File: config.mk
export PLATFORM = sky130hd
export DESIGN_NAME = blend_normalize
export DESIGN_NICKNAME = d
export VERILOG_FILES = /design/src/rtl/blend_normalize_pkg.sv /design/src/rtl/blend_pipe_reg.sv /design/src/rtl/blend_normalize.sv
export SDC_FILE = /design/constraint.sdc
export NUM_CORES = 1
export LEC_CHECK = 0
export BUFFER_PORTS_ARGS = -buffer_cell sky130_fd_sc_hd__buf_2
export CAP_MARGIN = 20
export CORE_ASPECT_RATIO = 1.75
export CORE_MARGIN = 2
export CORE_UTILIZATION = 50
export DETAILED_ROUTE_END_ITERATION = 10
export PLACE_DENSITY = 0.82
export SETUP_SLACK_MARGIN = 0.1
export SLEW_MARGIN = 10
export SYNTH_ARGS = -nofsm -noshare
export SYNTH_HDL_FRONTEND = slang
export SYNTH_HIERARCHICAL = 1
export SYNTH_SLANG_ARGS = --single-unit
File: constraint.sdc
create_clock -name clk -period 1.8 [get_ports clk]
set_input_delay 0.09 -clock clk [delete_from_list [all_inputs] [get_ports clk]]
set_output_delay 0.09 -clock clk [all_outputs]
set_load 0.1 [all_outputs]
File: src/rtl/blend_normalize_pkg.sv
// Shared widths, stage payload type and round/saturate helpers for blend_normalize.
package blend_normalize_pkg;

  localparam int unsigned BW_DEF       = 8;
  localparam int unsigned LINE_LEN_DEF = 16;

  // Widest channel the datapath helpers are sized for; BW must not exceed this.
  localparam int unsigned BW_MAX = 16;
  localparam int unsigned RW     = 2 * BW_MAX + 1;

  // S1 payload: rounded blend sum plus end-of-line marker.
  typedef struct packed {
    logic [RW-1:0] data;
    logic          last;
  } stage_t;

  // Add half an LSB of the output scale so the later shift rounds to nearest.
  function automatic logic [RW-1:0] round_bias(input logic [RW-1:0] d,
                                               input int unsigned   bw);
    return d + (RW'(1) << (bw - 1));
  endfunction

  // Drop the fractional bits and clamp to the largest bw-bit pixel value.
  function automatic logic [RW-1:0] sat_shift(input logic [RW-1:0] r,
                                              input int unsigned   bw);
    logic [RW-1:0] q;
    logic [RW-1:0] max_v;
    q     = r >> bw;
    max_v = (RW'(1) << bw) - RW'(1);
    return (q > max_v) ? max_v : q;
  endfunction

endpackage

File: src/rtl/blend_pipe_reg.sv
// Valid/ready register slice: one payload entry, full throughput when downstream is ready.
module blend_pipe_reg #(
  parameter int unsigned W = 8
) (
  input  logic         clk,
  input  logic         rst_n,
  input  logic         in_valid_i,
  output logic         in_ready_c_o,
  input  logic [W-1:0] in_data_i,
  output logic         out_valid_o,
  input  logic         out_ready_i,
  output logic [W-1:0] out_data_o
);

  logic         valid_q, valid_d;
  logic [W-1:0] data_q, data_d;

  // Accept when empty or when the held entry leaves this cycle.
  always_comb begin
    valid_d      = valid_q;
    data_d       = data_q;
    in_ready_c_o = !valid_q || out_ready_i;
    if (in_valid_i && in_ready_c_o) begin
      valid_d = 1'b1;
      data_d  = in_data_i;
    end else if (out_ready_i) begin
      valid_d = 1'b0;
    end
  end

  // Slice state.
  always_ff @(posedge clk or negedge rst_n) begin
    if (!rst_n) begin
      valid_q <= 1'b0;
      data_q  <= '0;
    end else begin
      valid_q <= valid_d;
      data_q  <= data_d;
    end
  end

  assign out_valid_o = valid_q;
  assign out_data_o  = data_q;

endmodule

File: src/rtl/blend_normalize.sv
// Normalises a 2*BW blend sum to a rounded, saturated BW pixel over two
// register stages, and flags lines whose last marker disagrees with LINE_LEN.
module blend_normalize
  import blend_normalize_pkg::*;
#(
  parameter int unsigned BW       = BW_DEF,
  parameter int unsigned LINE_LEN = LINE_LEN_DEF
) (
  input  logic            clk,
  input  logic            rst_n,
  input  logic            in_valid,
  output logic            in_ready,
  input  logic [2*BW-1:0] in_data,
  input  logic            in_last,
  output logic            out_valid,
  input  logic            out_ready,
  output logic [BW-1:0]   out_data,
  output logic            out_last,
  input  logic            err_clr,
  output logic            err_line
);

  localparam int unsigned S1W = $bits(stage_t);
  localparam int unsigned S2W = BW + 1;
  localparam int unsigned CW  = $clog2(LINE_LEN);

  stage_t         s1_d, s1_q;
  logic           s1_valid;
  logic           s2_ready_c;
  logic [S2W-1:0] s2_d, s2_q;

  logic [CW-1:0]  cnt_q, cnt_d;
  logic           err_q, err_d;
  logic           in_xfer_c, line_end_c;

  // S1 input: widen and add the rounding bias.
  always_comb begin
    s1_d      = '0;
    s1_d.data = round_bias(RW'(in_data), BW);
    s1_d.last = in_last;
  end

  blend_pipe_reg #(.W(S1W)) u_s1 (
    .clk          (clk),
    .rst_n        (rst_n),
    .in_valid_i   (in_valid),
    .in_ready_c_o (in_ready),
    .in_data_i    (s1_d),
    .out_valid_o  (s1_valid),
    .out_ready_i  (s2_ready_c),
    .out_data_o   (s1_q)
  );

  // S2 input: shift out the fraction and clamp, carrying last alongside.
  always_comb begin
    s2_d = {s1_q.last, BW'(sat_shift(s1_q.data, BW))};
  end

  blend_pipe_reg #(.W(S2W)) u_s2 (
    .clk          (clk),
    .rst_n        (rst_n),
    .in_valid_i   (s1_valid),
    .in_ready_c_o (s2_ready_c),
    .in_data_i    (s2_d),
    .out_valid_o  (out_valid),
    .out_ready_i  (out_ready),
    .out_data_o   (s2_q)
  );

  assign out_data = s2_q[BW-1:0];
  assign out_last = s2_q[BW];

  // Pixel position tracking and sticky line-length error; clear wins over set.
  always_comb begin
    cnt_d      = cnt_q;
    err_d      = err_q;
    in_xfer_c  = in_valid && in_ready;
    line_end_c = (cnt_q == CW'(LINE_LEN - 1));
    if (in_xfer_c) begin
      cnt_d = (in_last || line_end_c) ? '0 : cnt_q + CW'(1);
    end
    if (err_clr) begin
      err_d = 1'b0;
    end else if (in_xfer_c && (in_last != line_end_c)) begin
      err_d = 1'b1;
    end
  end

  // Counter and error flag state.
  always_ff @(posedge clk or negedge rst_n) begin
    if (!rst_n) begin
      cnt_q <= '0;
      err_q <= 1'b0;
    end else begin
      cnt_q <= cnt_d;
      err_q <= err_d;
    end
  end

  assign err_line = err_q;

endmodule

==> out/results.ini <==
[placement]
placed_area_sq_mm = 0.00227
dp.cells = 239
gp_congestion = 0.722
dp_hpwl_um = 2430
io_buffers = 26
post-place-ws_ns = 0.200

[worst_setup_path]
ff2ff_path_depth = 4
r2r_end = u_s2/out_data_o[6]
r2r_start = u_s1/out_data_o[32]
crit_start = u_s2/out_valid_o
worstSetupEndpointType = output pin
regToRegSetupSlack_ns = 0.29
cp.arrival_ns = 1.47
critical_path_required_ns = 1.71
endpoint = in_ready
path_class = flip-flop to output pin
critPathMaxFanout = 7
start_kind = flip-flop

[cells_and_area]
layout-drive-gt1-share = 0.390
nets = 224
final_cell_mix = dfrtp_1, mux2_4, buf_2
final_util = 0.590
n_antenna_cell = 0
fin_cells = 249
nFillCells = 341
design_area_sq_mm = 0.00240
final_common_cell = dfrtp_1
syn2layout_area_growth_pct = 15.8

[flow_run]
cap_violations = 0

[floorplan]
die-area_sq_mm = 0.00470
initial_utilization = 0.509
ioPinCount = 34
rows = 31
dieWidth_um = 52.7
die_y_um = 89.2
fp.coreArea_sq_mm = 0.00407

[timing]
finalCritPeriodShare = 0.868
hold_viol = 0
drv_slew = 0
whs_ns = 0.0424
layout_setup_ws_ns = 0.238
setup_tns_ns = 0
fmax_mhz = 640
min_period_ns = 1.56
setup_viol = 0
fin_skew_ns = 0.00927
rsz0062_at_grt = false

[yosys]
synth_area_sq_mm = 0.00207
yosys_warnings = 6
synth.avg_cell_area_sq_um = 13.6
syn_inst = 153

[clocking]
clk_pin_slew_ns = 0.08
clock_latency_ns = 0.30
cts_root_buffer = clkbuf_8
cts.sinks = 42
clk_path_buf_depth = 2
cts_inserted_buffers = 5
cts_tree = done
htreeDepth = 2

[global_route]
grtUsageTotal = 0.152
antenna_found_initial = 0
grt_max_degree = 27
grt_pass1_wl_um = 5210
grt_overflow_total = 0
grt_pass1_vias = 1149

[run_status]
status = completed

[drt]
drc = 0
wire_per_inst_um = 12.8
routed_wl_um = 3200
ant_nets = 0
drt-pass1-iter-count = 4
viasPerCell = 5.01
vias = 1248
dr.first_iter.drc_count = 13

[min_path]
hold_path.class = input pin to flip-flop

[pwr]
p_leak_nw = 1.12
cellPowerDensity_mw_per_mm2 = 957
peakVddDrop_mv = 0.701
p_total_mw = 2.30

## metal layers
metal	share of wire	up-vias	track usage
met2	0.54	22	0.249
met4	0.032	0	0.0909
li1	-	609	-
met3	0.031	10	0.0351
met1	0.40	607	0.179
met5	0	-	0
## sequential cells by signal (all words and copies together) (netlist names)
signal / cells
u_s1/out_valid_o: 1
cnt_q: 4
err_line: 1
u_s1/out_data_o: 26
u_s2/out_valid_o: 1
u_s2/out_data_o: 9
## worst min path at each step
stage                                      to  slack (ns)    start  cells past startpoint
after floorplan                      cnt_q[0]       -0.21    rst_n                      0
after global placement    u_s1/out_data_o[12]        0.05    rst_n                      1
after detailed placement  u_s1/out_data_o[12]        0.06    rst_n                      1
after CTS                  u_s1/out_data_o[0]        0.04  in_last                      2
after global routing       u_s1/out_data_o[0]        0.04  in_last                      2
final                      u_s1/out_data_o[0]        0.04  in_last                      2
## power by group
group	switching [mW]	internal, mW
registers	0.0862	1.06
logic	0.227	0.209
clock network	0.307	0.408
total	0.621	1.68
## critical path: stages (launching register included)
cell      delay (ns)
dfrtp_4         0.49
nand2b_4        0.11
nand2b_4        0.21
clkbuf_4        0.36
## repair_timing
item | CTS | global route
buffers inserted | 0 | 0
resized for setup | 0 | 3
hold endpoints to repair | 20 | 0
hold buffers | 2 | 0
setup endpoints to repair | 0 | 7
## cell type report
cell class,instances,area (sq um),share of cell area
Sequential cell,42,1050,0.439
Clock buffer,5,68.8,0.0286
Timing Repair Buffer,30,168,0.0698
Multi-Input combinational cell,119,1010,0.419
Tap cell,49,61.3,0.0255
Inverter,1,3.75,0.00156
Clock inverter,3,40.0,0.0167
Power figures use the tool's default switching activity.
